`config.mk`:
```
export PLATFORM = sky130hd
export DESIGN_NAME = edge_generator
export DESIGN_NICKNAME = d
export VERILOG_FILES = /design/src/rtl/edge_generator.sv
export SDC_FILE = /design/constraint.sdc
export NUM_CORES = 1
export LEC_CHECK = 0
export ABC_AREA = 1
export BUFFER_PORTS_ARGS = -buffer_cell sky130_fd_sc_hd__clkbuf_2
export CAP_MARGIN = 15
export CORE_ASPECT_RATIO = 1.1
export CORE_MARGIN = 2
export CORE_UTILIZATION = 45
export CTS_CLUSTER_SIZE = 10
export DETAILED_ROUTE_END_ITERATION = 7
export GPL_TIMING_DRIVEN = 0
export SLEW_MARGIN = 10
export SYNTH_ARGS = -nofsm -noshare
export SYNTH_HDL_FRONTEND = slang
export SYNTH_SLANG_ARGS = --single-unit
```
`constraint.sdc`:
```
create_clock -name clk -period 2.8 [get_ports clk]
set_input_delay 0.14 -clock clk [delete_from_list [all_inputs] [get_ports clk]]
set_output_delay 0.14 -clock clk [all_outputs]
set_load 0.01 [all_outputs]
```
`src/rtl/edge_generator.sv`:
```
// Edge generator: registered level with minimum high/low hold times, one-entry pending request.
// Optional EDGE_GENERATOR_DROP_CNT_EN adds an 8-bit saturating count of ignored requests.
module edge_generator #(
    parameter int unsigned MIN_HIGH = 4,
    parameter int unsigned MIN_LOW  = 4,
    parameter int unsigned CNT_W    = 8
) (
    input  logic       clk,
    input  logic       reset_n,
    input  logic       rise_req,
    input  logic       fall_req,
    output logic       sig_out,
    output logic       rising,
    output logic       falling,
`ifdef EDGE_GENERATOR_DROP_CNT_EN
    output logic [7:0] drop_count,
`endif
    output logic       busy
);

    typedef enum logic [1:0] {
        LOW_IDLE,
        LOW_HOLD,
        HIGH_HOLD,
        HIGH_IDLE
    } state_t;

    // Counter holds remaining cycles minus one, so zero marks the last hold cycle.
    localparam logic [CNT_W-1:0] HIGH_LOAD = CNT_W'(MIN_HIGH - 1);
    localparam logic [CNT_W-1:0] LOW_LOAD  = CNT_W'(MIN_LOW - 1);

    state_t           state, state_n;
    logic [CNT_W-1:0] cnt, cnt_n;
    logic             pending, pending_n;
    logic             drop_ev;
    logic             want_rise, want_fall, both_req;
    logic             high_n, hold_n;

    assign want_rise = rise_req & ~fall_req;
    assign want_fall = fall_req & ~rise_req;
    assign both_req  = rise_req & fall_req;

    always_comb begin
        state_n   = state;
        cnt_n     = cnt;
        pending_n = pending;
        drop_ev   = 1'b0;
        case (state)
            LOW_IDLE: begin
                if (want_rise) begin
                    state_n = HIGH_HOLD;
                    cnt_n   = HIGH_LOAD;
                end else if (rise_req | fall_req) begin
                    drop_ev = 1'b1;
                end
            end
            HIGH_IDLE: begin
                if (want_fall) begin
                    state_n = LOW_HOLD;
                    cnt_n   = LOW_LOAD;
                end else if (rise_req | fall_req) begin
                    drop_ev = 1'b1;
                end
            end
            HIGH_HOLD: begin
                if (want_fall) begin
                    pending_n = 1'b1;
                end else if (want_rise) begin
                    pending_n = 1'b0;
                    drop_ev   = 1'b1;
                end else if (both_req) begin
                    drop_ev = 1'b1;
                end
                if (cnt == '0) begin
                    if (pending_n) begin
                        state_n   = LOW_HOLD;
                        cnt_n     = LOW_LOAD;
                        pending_n = 1'b0;
                    end else begin
                        state_n = HIGH_IDLE;
                    end
                end else begin
                    cnt_n = cnt - 1'b1;
                end
            end
            LOW_HOLD: begin
                if (want_rise) begin
                    pending_n = 1'b1;
                end else if (want_fall) begin
                    pending_n = 1'b0;
                    drop_ev   = 1'b1;
                end else if (both_req) begin
                    drop_ev = 1'b1;
                end
                if (cnt == '0) begin
                    if (pending_n) begin
                        state_n   = HIGH_HOLD;
                        cnt_n     = HIGH_LOAD;
                        pending_n = 1'b0;
                    end else begin
                        state_n = LOW_IDLE;
                    end
                end else begin
                    cnt_n = cnt - 1'b1;
                end
            end
            default: begin
                state_n   = LOW_IDLE;
                cnt_n     = '0;
                pending_n = 1'b0;
            end
        endcase
    end

    assign high_n = (state_n == HIGH_HOLD) || (state_n == HIGH_IDLE);
    assign hold_n = (state_n == HIGH_HOLD) || (state_n == LOW_HOLD);

    always_ff @(posedge clk or negedge reset_n) begin
        if (!reset_n) begin
            state   <= LOW_IDLE;
            cnt     <= '0;
            pending <= 1'b0;
            sig_out <= 1'b0;
            rising  <= 1'b0;
            falling <= 1'b0;
            busy    <= 1'b0;
        end else begin
            state   <= state_n;
            cnt     <= cnt_n;
            pending <= pending_n;
            sig_out <= high_n;
            rising  <= high_n & ~sig_out;
            falling <= ~high_n & sig_out;
            busy    <= hold_n | pending_n;
        end
    end

`ifdef EDGE_GENERATOR_DROP_CNT_EN
    always_ff @(posedge clk or negedge reset_n) begin
        if (!reset_n) begin
            drop_count <= '0;
        end else if (drop_ev && (drop_count != '1)) begin
            drop_count <= drop_count + 1'b1;
        end
    end
`else
    logic unused_drop_ev;
    assign unused_drop_ev = drop_ev;
`endif

endmodule

```
==> results by group <==
Run status
  • Status: complete, no violations

STA
  • Worst hold slack: approximately 0.29 ns
  • Final hold viol count: 0
  • Crit path time final: approximately 2 ns
  • Slack of the critical path: around 0.8 ns
  • Number of setup violations in the final report: 0
  • Max_slew headroom: between 70% and 80%
  • Period utilisation layout: approximately 70%
  • Setup_tns: 0 ns
  • RSZ-0062 raised after global routing: false
  • Slew @ Worst Pin: 0.368 ns
  • Max-slew violation count: 0
  • Worst Skew: 0.00189 ns
  • F_max: ~500 MHz

Final layout
  • Diodes inserted: 0
  • Non-filler cells, final: 171
  • Most frequent cells in the layout: nand2_1 (40), inv_1 (20), dfrtp_1 (15)
  • Layout cells sized above 1: between 15 and 20%
  • Layout area overhead: 10.7%
  • Nets: 155
  • Post-layout util: a little over half
  • Post-route cell area: 1110 sq um
  • Commonest non-fill, non-tap cell in the layout: nand2_1

Worst setup path
  • Worst path slowest cell: dfrtp_1
  • Worst endpoint required time: 3.03 ns
  • Worst-path fanout max: 9
  • Data arrival time of the critical path: roughly 2.2 ns
  • WS Path Type: flip-flop to flip-flop
  • CP Cell Sequence: inv_1, ha_1, nand2_1, nor2_8, a21oi_1, o22ai_1, inv_1, ha_1, inv_1, nand2_1, nor2_1
  • CP most frequent cell: inv_1
  • CP Launch Type: flip-flop
  • Worst setup EP type: flip-flop
  • Crit path largest cell delay: 0.40 ns

Global route
  • Total GRT Usage: 16.1%
  • Vias in the first global route: 799
  • Largest net degree at the start of global routing: 16
  • First-pass GRT wire length: approximately 3200 um
  • Congestion Overflow GR: 0
  • Initial antenna violation count: 0

Floorplan
  • Die W: 49.1 um
  • Initial Utilization: 48.8%
  • Die area: 2630 sq um
  • Die height: around 54 um
  • Core ar.: between 2000 and 2500 sq um
  • Ports: 8
  • # rows: 17

Route
  • Vias: ~820
  • Antenna Nets Post-Route: 0
  • Detailed Route Iter0 Violations: 7
  • DR pass1 iterations: 4
  • Routed vias/inst: 4.77
  • Final wirelength: 1770 um
  • Drt drc: 0
  • DR WL/cell: 10.3 um

Clock tree
  • Post-CTS Setup Inserts: 0
  • CTS Buf Count: 3
  • CTS tree: yes
  • # resized after CTS: 0
  • Skew-Pair Late Insertion Delay: slightly below 0.3 ns
  • CTS root buffer: clkbuf_4
  • Post-cts hold buffer count: 1
  • Clock-pin slew on the worst setup and hold paths: 0.09 ns
  • Clk sinks: 15
  • CTS max path bufs: 2
  • H-tree depth: 1

Pwr
  • Power Dens Cells: ~1300 nW/um^2
  • Comb pwr share: 63.2%
  • Flop pwr share: between 20 and 30%
  • Tot Pwr: about 1.5 mW
  • Sw Ratio: between 50 and 60%
  • Switch Pwr: between 700 and 800 uW
  • Int Pwr: approximately 720 uW
  • Clock power share: 8.7%
  • VDD IR max: 0.714 mV
  • Leak pwr: slightly below 0.6 nW

Yosys
  • Yosys warning count: 0
  • Syn_nets: around 140
  • Synth Register Bits: 15
  • Cell variety after synth: 23
  • Syn Area/Cell: 7.69 sq um
  • Sequential share of the synthesized area: a little under two fifths
  • Syn Inst Count: about 130
  • Mapped Area: roughly 1000 sq um

Job
  • MaxCap Viol Count: 0

Place
  • Dpl cells: around 170
  • DP HPWL: 1380 um
  • Placed inst area: 1080 sq um
  • Place WS: ~0.8 ns
  • Final Wtd Congestion: between 0.8 and 0.9
  • IO Port Bufs: 7

Hold path
  • Hold WC Path Type: input pin to asynchronous set/reset pin
-- cell type report --
class                   count  area, sq um
plain buffers               2         18.8
clock buffers               3         22.5
clock inverters             1         5.00
fillers                   215          948
inverters                  20         75.1
multi-input cells          94          538
flip-flops and latches     15          375
well taps                  28         35.0
repair buffers              8         45.0
-- kinds of logic (layout without fill, tap and decap cells) --
logic type                 after synthesis  count (layout)  share of synthesized area [%]
AOI/OAI and AO/OA                       14              14                           8.94
xor gates and xnor gates                 3               3                           2.61
adders and majority gates                7               7                           8.70
buffers and inverters                   22              34                           9.32
DFF                                     15              15                           37.3
and+or+nand+nor                         70              70                           33.2
-- flip-flops by register name, summed over array words and instances (netlist names) --
signal,count
cnt,8
state,2
busy,1
falling,1
pending,1
rising,1
sig_out,1
-- synthesized netlist by cell type (all sizes together) --
library cell / number / area share (%)
a21oi: 2 / 0.99
nand2: 42 / 16
o21bai: 3 / 2.2
buf: 1 / 1.5
nand4: 5 / 3.1
ha: 7 / 8.7
xnor2: 1 / 0.87
o22ai: 1 / 0.62
nor3: 1 / 0.50
inv: 20 / 7.5
xor2: 2 / 1.7
dfrtp: 15 / 37
clkbuf: 1 / 0.37
o21ai: 8 / 5.1
nand3: 9 / 6.7
nor2: 13 / 6.7
-- routing by layer --
layer  routed length (um)  up-vias  track usage (%)  share of wire [%]
li1                     -      435                -                  -
met1                  854      368             17.4                 48
met2                  837        8             30.6                 47
met3                   32        5             2.50                1.8
met4                   44        0             8.57                2.5
met5                    0        -                0                  0
-- critical path, delay by kind of cell, from the launching register on --
family	cells	cell delay (ns)
AO/OA/AOI/OAI	2	0.28
buffers and inverters	3	0.27
flip-flops	1	0.40
adder cells (fa/ha/maj)	2	0.46
AND/OR/NAND/NOR	4	0.52
-- path summary, 6_finish.rpt --
kind / from / endpoint / slack, ns / cells past startpoint
hold reg to reg: sig_out / rising / 0.46 / 1
hold / removal: reset_n / cnt[1] / 0.29 / 2
max in group asynchronous: reset_n / cnt[5] / 2.25 / 2
setup reg to reg: cnt[0] / falling / 0.80 / 11
setup / recovery: cnt[0] / falling / 0.80 / 11
min in group clk: rise_req / state[1] / 0.31 / 5
-- power groups by stage --
| stage | sequential (mW) | combinational [mW] | clock (mW) |
|---|---|---|---|
| global route | 0.419 | 1.06 | 0.138 |
| floorplan | 0.407 | 0.740 | 0 |
| global placement | 0.407 | 0.916 | 0 |
| finish | 0.407 | 0.917 | 0.127 |
| CTS | 0.407 | 0.931 | 0.132 |
| detailed placement | 0.411 | 0.926 | 0 |
No activity file was read; power rests on OpenSTA's default activity.
